===== src/rtl/pc_stack_unit.sv =====
// Program counter with an integrated LIFO return-address stack.
// Supports increment, skip, load, call and return, with sticky overflow/underflow flags.
module pc_stack_unit #(
  parameter int unsigned       ADDR_W      = 8,
  parameter int unsigned       STACK_DEPTH = 4,
  parameter logic [ADDR_W-1:0] RESET_ADDR  = '0,
  localparam int unsigned      CNT_W       = $clog2(STACK_DEPTH + 1)
) (
  input  logic              clk,
  input  logic              rst_n,
  input  logic              ld_pc,
  input  logic              inc_pc,
  input  logic              skip_pc,
  input  logic              call,
  input  logic              ret,
  input  logic              err_clr,
  input  logic [ADDR_W-1:0] pc_in,
  output logic [ADDR_W-1:0] pc_addr,
  output logic [CNT_W-1:0]  stack_cnt,
  output logic              stack_full,
  output logic              stack_empty,
  output logic              err_ovf,
  output logic              err_unf
);

  localparam int unsigned PTR_W = (STACK_DEPTH > 1) ? $clog2(STACK_DEPTH) : 1;

  typedef enum logic [2:0] {
    OP_HOLD,
    OP_CALL,
    OP_RET,
    OP_LD,
    OP_SKIP,
    OP_INC
  } op_e;

  logic [ADDR_W-1:0] stack_mem [STACK_DEPTH];

  op_e               op;
  logic [ADDR_W-1:0] pc_nxt;
  logic [ADDR_W-1:0] pc_inc;
  logic [CNT_W-1:0]  cnt_nxt;
  logic [CNT_W-1:0]  cnt_dec;
  logic [PTR_W-1:0]  push_ptr;
  logic [PTR_W-1:0]  pop_ptr;
  logic              push_en;
  logic              ovf_set;
  logic              unf_set;

  assign stack_full  = (stack_cnt == CNT_W'(STACK_DEPTH));
  assign stack_empty = (stack_cnt == '0);

  assign pc_inc   = pc_addr + ADDR_W'(1);
  assign cnt_dec  = stack_cnt - CNT_W'(1);
  // Pointers are only used when the access is legal, so truncation is safe.
  assign push_ptr = stack_cnt[PTR_W-1:0];
  assign pop_ptr  = cnt_dec[PTR_W-1:0];

  always_comb begin
    if (call)         op = OP_CALL;
    else if (ret)     op = OP_RET;
    else if (ld_pc)   op = OP_LD;
    else if (skip_pc) op = OP_SKIP;
    else if (inc_pc)  op = OP_INC;
    else              op = OP_HOLD;
  end

  always_comb begin
    pc_nxt  = pc_addr;
    cnt_nxt = stack_cnt;
    push_en = 1'b0;
    ovf_set = 1'b0;
    unf_set = 1'b0;
    case (op)
      OP_CALL: begin
        if (!stack_full) begin
          push_en = 1'b1;
          cnt_nxt = stack_cnt + CNT_W'(1);
          pc_nxt  = pc_in;
        end else begin
          ovf_set = 1'b1;
        end
      end
      OP_RET: begin
        if (!stack_empty) begin
          pc_nxt  = stack_mem[pop_ptr];
          cnt_nxt = cnt_dec;
        end else begin
          unf_set = 1'b1;
        end
      end
      OP_LD:   pc_nxt = pc_in;
      OP_SKIP: pc_nxt = pc_addr + ADDR_W'(2);
      OP_INC:  pc_nxt = pc_inc;
      default: ;
    endcase
  end

  always_ff @(posedge clk or negedge rst_n) begin
    if (!rst_n) begin
      pc_addr   <= RESET_ADDR;
      stack_cnt <= '0;
      err_ovf   <= 1'b0;
      err_unf   <= 1'b0;
    end else begin
      pc_addr   <= pc_nxt;
      stack_cnt <= cnt_nxt;
      // A new error on the same edge as err_clr leaves the flag set.
      err_ovf   <= ovf_set | (err_ovf & ~err_clr);
      err_unf   <= unf_set | (err_unf & ~err_clr);
    end
  end

  // Stack contents are don't-care after reset, so no reset here.
  always_ff @(posedge clk) begin
    if (push_en) stack_mem[push_ptr] <= pc_inc;
  end

endmodule

===== config.mk =====
export PLATFORM = sky130hd
export DESIGN_NAME = pc_stack_unit
export DESIGN_NICKNAME = d
export VERILOG_FILES = /design/src/rtl/pc_stack_unit.sv
export SDC_FILE = /design/constraint.sdc
export NUM_CORES = 1
export LEC_CHECK = 0
export CAP_MARGIN = 20
export CORE_UTILIZATION = 59
export CTS_BUF_LIST = sky130_fd_sc_hd__clkbuf_4 sky130_fd_sc_hd__clkbuf_8
export DETAILED_ROUTE_END_ITERATION = 6
export DONT_BUFFER_PORTS = 1
export PLACE_DENSITY_LB_ADDON = 0.25
export SLEW_MARGIN = 20
export SYNTH_ARGS = -nofsm -noshare
export SYNTH_HDL_FRONTEND = slang
export SYNTH_SLANG_ARGS = --single-unit

===== constraint.sdc =====
create_clock -name clk -period 1.9 [get_ports clk]
set_input_delay 0.38 -clock clk [delete_from_list [all_inputs] [get_ports clk]]
set_output_delay 0.38 -clock clk [all_outputs]
set_load 0.02 [all_outputs]

== Word level (Yosys, flattened, before mapping) ==
Memory sizes are Yosys's and may differ from the RTL's.
Cells that the tools add are included.
Storage, ports and cells
  bits in registers: 13
  bits in writable memories: 32
  input bits: 16
  output and inout bits: 15
  memories kept: 1
Memory list
  stack_mem: words 4, bits a word 8, rd ports 1, clocked after Yosys merged registers in 0, wr ports 1, line 37  | logic [ADDR_W-1:0] stack_mem [STACK_DEPTH];
Cells by class
  $add $sub $neg: 4
  equal/unequal tests: 8
  muxes and demuxes: 19
  bitwise gates (word level): 5
  reduce and logical (&&, ||, !) cells: 5
Operator list (count)
  $pmux 8 s5: 1
  $mux 3: 7
  $mux 8: 2
  $eq 3x3->1 const B: 3
  $add 8x1->8 const B: 1
  $add 8x2->8 const B: 1
  $mux 1: 8
  $eq 3x2->1 const B: 2
  $pmux 3 s2: 1
  $reduce_and 3->1: 2
  $reduce_bool 5->1: 1
  $ne 2x2->1 const B: 2
  $add 3x1->3 const B: 1
  $eq 3x1->1 const B: 1
  $logic_not 3->1: 1
  $sub 3x1->3 const B: 1
  $and 1x1->1: 2
  $or 1x1->1: 2
  $reduce_bool 2->1: 1
  $not 1->1: 1

== Depth between registers and ports, before layout ==
  depth after elaboration: 9
  mapped depth: 7
  mapped depth without buffers: 6

== Worst setup path before layout ==
OpenSTA, ideal clock, no wires.
  path type: reg2reg
  from: reg stack_cnt[0]
  to: reg pc_addr[0]
  library setup time: 132 ps
  arrival: 2146 ps
  required time: 1768 ps
  setup slack: -378 ps
  stages on the path, launching flop included: 8
  path through: dfrtp_1 buf_2 inv_1 ha_1 clkbuf_1 mux4_2 a221oi_1 mux2i_1
Between the ends
  cells in the longest elaborated chain, start to end: 4
  elaborated cells on any way between the ends: 9
  those cells by class: add/sub: 1; eq/ne: 3; mux: 2; reduce/logical: 2; memory: 1
Ends and longest elaborated chain
  start, declared: line 19  | output logic [CNT_W-1:0] stack_cnt,
  start signal, assigned: line 107  | stack_cnt <= cnt_nxt;
  $sub 3x1->3: line 54  | assign cnt_dec = stack_cnt - CNT_W'(1);
  $mem_v2 4x8
  $mux 8: line 85  | if (!stack_empty) begin
  $pmux 8 s5: line 74  | case (op)
  end signal, assigned: line 106  | pc_addr <= pc_nxt;
  end, declared: line 18  | output logic [ADDR_W-1:0] pc_addr,
Several ways; a longest one is shown, not always the timed one. The select of a mux whose other input is x is not followed.
A chain may end at the register's enable or synchronous reset.

== Worst setup path after layout ==
  from: reg stack_cnt[1]
  to: out stack_full
Between the ends
  cells in the longest elaborated chain, start to end: 1
Ends and longest elaborated chain
  $eq 3x3->1: line 50  | assign stack_full = (stack_cnt == CNT_W'(STACK_DEPTH));
  end, declared: line 20  | output logic stack_full,
Every way passes these cells.

==> run_summary.xml <==
<?xml version="1.0" encoding="UTF-8"?>
<metrics>
  <group name="synthesis">
    <metric name="netlist_top_cells_area" unit="">sky130_fd_sc_hd__edfxtp_1 42%, sky130_fd_sc_hd__dfrtp_1 14%, sky130_fd_sc_hd__mux4_2 7.8%</metric>
    <metric name="post_synth_num_cell_types" unit="">46</metric>
    <metric name="synth_largest_type_area_fraction" unit="%">41.6</metric>
    <metric name="largest_family_of_logic_cells_by_synthesized_area" unit="">compound AO/OA/AOI/OAI gates</metric>
    <metric name="seq_cells_post_synth" unit="">45</metric>
    <metric name="synthesis.instances" unit="">181</metric>
    <metric name="synthesis.nets" unit="">204</metric>
    <metric name="synth_area_leader_cell" unit="">sky130_fd_sc_hd__edfxtp_1</metric>
    <metric name="synthAdderAreaFrac" unit="%">3.79</metric>
    <metric name="ys_async_sr_fraction" unit="%">28.9</metric>
    <metric name="post_synth_instance_area" unit="um2">2310</metric>
    <metric name="synthMuxAreaShare" unit="%">9.21</metric>
    <metric name="synth-simple-area-share" unit="%">10.2</metric>
    <metric name="synth_compound_gate_area_share" unit="%">14.9</metric>
    <metric name="synth_sequential_area_ratio" unit="%">55.7</metric>
    <metric name="synth.yosys.warnings" unit="">0</metric>
    <metric name="synth-xor-area-share" unit="%">2.65</metric>
    <metric name="ys.flop_type" unit="">sky130_fd_sc_hd__edfxtp_1</metric>
    <metric name="synth_edf_count" unit="">32</metric>
    <metric name="syn-mean-instance-area" unit="um2">12.8</metric>
  </group>
  <group name="sta">
    <metric name="fin_tns_setup" unit="ps">0</metric>
    <metric name="timing.max_slew.rel_slack" unit="%">54.5</metric>
    <metric name="worstMarginPinSlew" unit="ps">681</metric>
    <metric name="slew_viol_final" unit="">0</metric>
    <metric name="timing.final.setup_violations" unit="">0</metric>
    <metric name="finalCritPeriodShare" unit="%">97.1</metric>
    <metric name="timing.clock.skew" unit="ps">6.56</metric>
    <metric name="min_period" unit="ps">1840</metric>
    <metric name="final_hold_viol_count" unit="">0</metric>
    <metric name="max_freq" unit="MHz">542</metric>
  </group>
  <group name="place">
    <metric name="detailed_place_hpwl" unit="um">3500</metric>
    <metric name="port_buffers" unit="">0</metric>
    <metric name="globalplace.congestion" unit="">0.914</metric>
  </group>
  <group name="critical_path">
    <metric name="timing.critical_path.fanout_max" unit="">7</metric>
    <metric name="arrival" unit="ps">1460</metric>
    <metric name="timing_worst_setup_path_type" unit="">reg -&gt; out</metric>
    <metric name="worst_setup_path_start_kind" unit="">flop</metric>
    <metric name="worst-endpoint-required" unit="ps">1520</metric>
    <metric name="nature_of_the_critical_path_endpoint" unit="">output pin</metric>
  </group>
  <group name="route">
    <metric name="route.detailed.wl_per_inst" unit="um">20.0</metric>
    <metric name="routed_met3_length" unit="um">397</metric>
    <metric name="wirelength_met1" unit="um">2060</metric>
    <metric name="via_per_inst" unit="">6.61</metric>
    <metric name="wl_met2" unit="um">2250</metric>
    <metric name="route.vias.total" unit="">1606</metric>
    <metric name="routed_wl" unit="um">4850</metric>
    <metric name="top_layer" unit="">met4</metric>
    <metric name="route.detailed.drc" unit="">0</metric>
    <metric name="drtPass1Iterations" unit="">6</metric>
    <metric name="drtIter0Drc" unit="">124</metric>
    <metric name="final_antenna_net_count" unit="">0</metric>
  </group>
  <group name="grt">
    <metric name="grt_start_max_net_pins" unit="">24</metric>
    <metric name="vias_in_the_first_global_route" unit="">1602</metric>
    <metric name="grt_first_pass_wirelength" unit="um">7730</metric>
    <metric name="grt_util_all_layers" unit="%">25.5</metric>
    <metric name="grt_overflow" unit="">0</metric>
    <metric name="number_of_antenna_violations_at_the_first_check_in_global_routing" unit="">0</metric>
  </group>
  <group name="clock_tree">
    <metric name="tritoncts_clock_tree" unit="">done</metric>
    <metric name="clock_sinks" unit="">45</metric>
    <metric name="worst_skew_pair.late_latency" unit="ps">300</metric>
    <metric name="maximum_level_of_the_cts_h_tree" unit="">2</metric>
    <metric name="numCtsBuffers" unit="">5</metric>
    <metric name="clockRootBuffer" unit="">sky130_fd_sc_hd__clkbuf_8</metric>
    <metric name="cts.reportedPaths.clkPinSlew" unit="ps">90</metric>
    <metric name="cts_max_path_buffers" unit="">2</metric>
  </group>
  <group name="status">
    <metric name="run_status" unit="">finished clean</metric>
  </group>
  <group name="floorplanning">
    <metric name="initial_core_util" unit="%">62.2</metric>
    <metric name="die-height" unit="um">64.6</metric>
    <metric name="die-area" unit="um2">4170</metric>
    <metric name="fp-row-count" unit="">22</metric>
    <metric name="floorplan.io_pins" unit="">31</metric>
    <metric name="design.core.area" unit="um2">3720</metric>
    <metric name="die-width" unit="um">64.6</metric>
  </group>
  <group name="final_layout">
    <metric name="area_delta_synth_final" unit="%">10.9</metric>
    <metric name="postLayoutCoreUtil" unit="%">68.9</metric>
    <metric name="final_nets" unit="">217</metric>
    <metric name="num_antenna_cells" unit="">0</metric>
    <metric name="layout-drive-gt1-share" unit="%">22.1</metric>
  </group>
  <group name="flow_run">
    <metric name="max_cap_violations" unit="">0</metric>
  </group>
  <group name="pwr">
    <metric name="cellPowerDensity" unit="nW/um2">1590</metric>
    <metric name="ir_worst_vdd" unit="V">0.000710</metric>
    <metric name="power.static_leakage" unit="nW">0.957</metric>
  </group>
  <group name="hold_path">
    <metric name="timing.hold.worst.class" unit="">in -&gt; reg</metric>
  </group>
</metrics>
-- worst max-delay path: stages, from the launching register on --
cell	delay, ps
sky130_fd_sc_hd__dfrtp_1	400
sky130_fd_sc_hd__inv_1	130
sky130_fd_sc_hd__ha_2	260
sky130_fd_sc_hd__nand2_1	160
sky130_fd_sc_hd__inv_1	210
-- flip-flops by register name (all words and copies together), names as in the netlist --
signal     cells
err_unf        1
stack_cnt      3
pc_addr        8
err_ovf        1
stack_mem     32
-- report_power, final --
part	switching [mW]	total, mW	leakage [nW]	internal [mW]
Clock	0.340	0.734	0.0585	0.394
Combinational	0.966	1.70	0.454	0.738
Sequential	0.194	1.62	0.445	1.43
Total	1.50	4.06	0.957	2.56
-- synth_stat cells (3+ instances only) --
library cell,n
sky130_fd_sc_hd__o22ai_1,7
sky130_fd_sc_hd__mux4_2,8
sky130_fd_sc_hd__dfrtp_1,13
sky130_fd_sc_hd__nor3_1,4
sky130_fd_sc_hd__edfxtp_1,32
sky130_fd_sc_hd__xnor2_1,6
sky130_fd_sc_hd__inv_1,9
sky130_fd_sc_hd__a31oi_1,6
sky130_fd_sc_hd__ha_1,7
sky130_fd_sc_hd__buf_2,5
sky130_fd_sc_hd__a22oi_1,4
sky130_fd_sc_hd__o21ai_0,9
sky130_fd_sc_hd__nand2_1,9
sky130_fd_sc_hd__and3_1,5
sky130_fd_sc_hd__a21oi_1,8
sky130_fd_sc_hd__nor2_1,9
sky130_fd_sc_hd__a21o_1,3
-- metrics by stage --
step	worst slack [ps]	instance area (um2)	total power [mW]	std cells	hold WS, ps
final	55.5	2560	4.06	243	159
after global placement	216	2430	3.23	234	84.7
after CTS	17.1	2550	4.03	243	149
after detailed placement	161	2430	3.30	234	84.7
after floorplan	-13.2	2320	2.84	181	84.4
after global routing	-3.51	2560	4.28	243	160
-- path summary, 6_finish.rpt --
check / cells after the start / start / end / slack [ps]
worst max-delay path: 4 / stack_cnt[1] / stack_full / 60
worst min-delay path: 1 / call / stack_cnt[2] / 160
worst max register to register: 6 / stack_cnt[1] / pc_addr[6] / 120
worst min register to register: 1 / err_ovf / err_ovf / 640
max in group asynchronous: 1 / rst_n / stack_cnt[0] / 880
min in group asynchronous: 1 / rst_n / pc_addr[5] / 550
-- metal layers --
layer  vias up  track usage (%)
met1       788             33.4
met3        18             6.87
met2        78             39.5
met4         0             11.9
met5         -                0
li1        722                -
-- placed cells by master (no fill, tap or decap), types with 3 or more instances in the layout --
master and instances:
sky130_fd_sc_hd__xnor2_1 6, sky130_fd_sc_hd__edfxtp_1 32, sky130_fd_sc_hd__inv_1 9, sky130_fd_sc_hd__nor3_1 4, sky130_fd_sc_hd__and3_1 5, sky130_fd_sc_hd__mux4_2 8, sky130_fd_sc_hd__o22ai_1 7, sky130_fd_sc_hd__ha_1 6
sky130_fd_sc_hd__nor2_1 9, sky130_fd_sc_hd__a31oi_1 6, sky130_fd_sc_hd__a21oi_1 8, sky130_fd_sc_hd__o21ai_0 9, sky130_fd_sc_hd__dfrtp_1 12, sky130_fd_sc_hd__clkbuf_8 5, sky130_fd_sc_hd__a22oi_1 4, sky130_fd_sc_hd__buf_4 14
sky130_fd_sc_hd__nand2_1 9, sky130_fd_sc_hd__a21o_1 3
-- cell families (layout without fill, tap and decap cells) --
family,after synthesis,count (layout)
xor gates and xnor gates,7,7
muxes,11,11
and+or+nand+nor,43,43
adders and majority gates,7,7
DFF,45,45
AOI/OAI and AO/OA,50,50
buffers and inverters,18,32
-- what timing repair did --
action | in CTS | in global routing
hold buffers | 1 | 0
endpoints found under the hold margin | 13 | 0
endpoints found under the setup margin | 0 | 2
buffers inserted | 0 | 0
gates resized for setup | 0 | 2
-- final cells by class --
type                            instances  area [um2]
Fill cell                             237        1150
Tap cell                               48        60.1
Clock buffer                            5        68.8
Clock inverter                          3        43.8
Sequential cell                        45        1290
Inverter                                9        33.8
Timing Repair Buffer                   15         115
Multi-Input combinational cell        118         952
Power figures use the tool's default switching activity.
==> edit (same flow settings) <==
`ADDR_W`: 8 -> 9.
--- a/src/rtl/pc_stack_unit.sv
+++ b/src/rtl/pc_stack_unit.sv
@@ -2,5 +2,5 @@
 // Supports increment, skip, load, call and return, with sticky overflow/underflow flags.
 module pc_stack_unit #(
-  parameter int unsigned       ADDR_W      = 8,
+  parameter int unsigned       ADDR_W      = 9,
   parameter int unsigned       STACK_DEPTH = 4,
   parameter logic [ADDR_W-1:0] RESET_ADDR  = '0,
Interface: changed (resized pc_addr and pc_in); port bits go from 31 to 33. No check against the original RTL was run, so the function may have changed too.
==> edit against the unedited design <==
Global-route usage fell by 0.15 points; sequential cell count grew 5; clock skew up 0.0017 ns; largest cell class unchanged; total power up 11%; critical path type is now reg -> reg; worst setup slack worse by 0.028 ns; critical path depth grew 2; non-clock buffer count grew 2; sequential power increased by 17%; via count increased by 7.2%; wire length increased by 9.7%; area after synthesis increased by 11%; design area is 11% higher; first-iteration DRC count rose by 53%; die area up 10%.
==> edit: results (changes against the unedited design) <==
[place]
dp_hpwl_um = 3830  ; was 3500 µm
routabilityCongestion = 0.919  ; was 0.914
place_inst = 257  ; was 234
place_area_mm2 = 0.00273  ; was 0.00243 mm²

[final_layout]
fillers = 287  ; was 237
reg_top3 = stack_mem (36), pc_addr (9), stack_cnt (3)  ; was stack_mem (32), pc_addr (8), stack_cnt (3)
finish.instance_area_mm2 = 0.00285  ; was 0.00256 mm²

[logic_synthesis]
async_flop_share = 0.280  ; was 0.289
syn_nets = 222  ; was 204
synth_edf_count = 36  ; was 32
synth_cell_types = 47  ; was 46
syn_inst = 198  ; was 181

[worst_setup_path]
reg2reg_from = stack_cnt[0]$_DFFE_PN0P_  ; was stack_cnt[1]$_DFFE_PN0P_
worstPathMaxFanout = 11  ; was 7
rrSetupSlack_ns = 0.03  ; was 0.12 ns
critPathArrivalTime_ns = 2.06  ; was 1.46 ns
crit_path_end = pc_addr[7]$_DFFE_PN0P_  ; was stack_full
worstSetupPathType = reg -> reg  ; was reg -> out

[drt]
initialDrtViolationCount = 190  ; was 124
wire_per_inst_um = 20.0  ; about the same
wl_met1_um = 2350  ; was 2060 µm
drt_wl_total_um = 5320  ; was 4850 µm
met3_length_um = 303  ; was 397 µm

[global_routing]
met2_usage = 0.410  ; was 0.395
grt_usage = 0.253  ; was 0.255
grt_pass1_wl_um = 8280  ; was 7730 µm
use_met3 = 0.0533  ; was 0.0687

[power]
irDropWorstVdd_mv = 0.717  ; was 0.710 mV
net-switching-power_mw = 1.72  ; was 1.50 mW

[timing]
holdWs_ns = 0.160  ; was 0.159 ns
max_slew.worst_pin.slew_ns = 0.679  ; was 0.681 ns

[outcome]
status = completed  ; unchanged

==> edit: cell count changes after synthesis, sizes merged, moves of 4 or more <==
cell / delta
a21o: -4
edfxtp: +4
o22ai: -7
nand2: +12
a21oi: +6
a31oi: -4
xnor2: +4
nor3: +4
==> edit: kinds of logic (layout without fill, tap and decap cells) <==
kind of cell / Yosys count / after routing / share of synthesized area
adder cells (fa/ha/maj): 7 / 7 / 0.0343
flip-flops: 50 / 50 / 0.560
AO/OA/AOI/OAI: 43 / 43 / 0.118
AND/OR/NAND/NOR: 60 / 60 / 0.116
multiplexers: 12 / 12 / 0.103
buffers and inverters: 13 / 31 / 0.0235
XOR/XNOR: 13 / 13 / 0.0445
==> edit: final cells by class <==
| cell class | instances | share of cell area |
|---|---|---|
| flip-flops and latches | 50 | 0.503 |
| multi-input cells | 135 | 0.386 |
| repair buffers | 17 | 0.0501 |
| clock buffers | 7 | 0.0294 |
| well taps | 50 | 0.0220 |
| inverters | 6 | 0.00791 |
| clock inverters | 1 | 0.00132 |
==> edit: power by group through the flow <==
stage                     Combinational, mW  Sequential, mW  Clock [mW]
after floorplan                        1.29            1.98           0
after global placement                 1.89            1.89           0
after detailed placement               1.97            1.92           0
after CTS                              1.99            1.90       0.619
after global routing                   2.17            1.94       0.658
final                                  2.01            1.90       0.613
==> edit: what timing repair did <==
action                                  4_1_cts  5_1_grt
endpoints found under the hold margin        14        0
endpoints found under the setup margin        0        3
buffers inserted                              0        0
resized for setup                             0        4
hold buffers                                  1        0
==> edit: worst max-delay path: stages (launching register included) <==
cell	delay, ns
dfrtp_2	0.43
inv_2	0.09
ha_4	0.35
mux4_2	0.30
a221o_1	0.35
a221oi_2	0.17
nor3_1	0.06
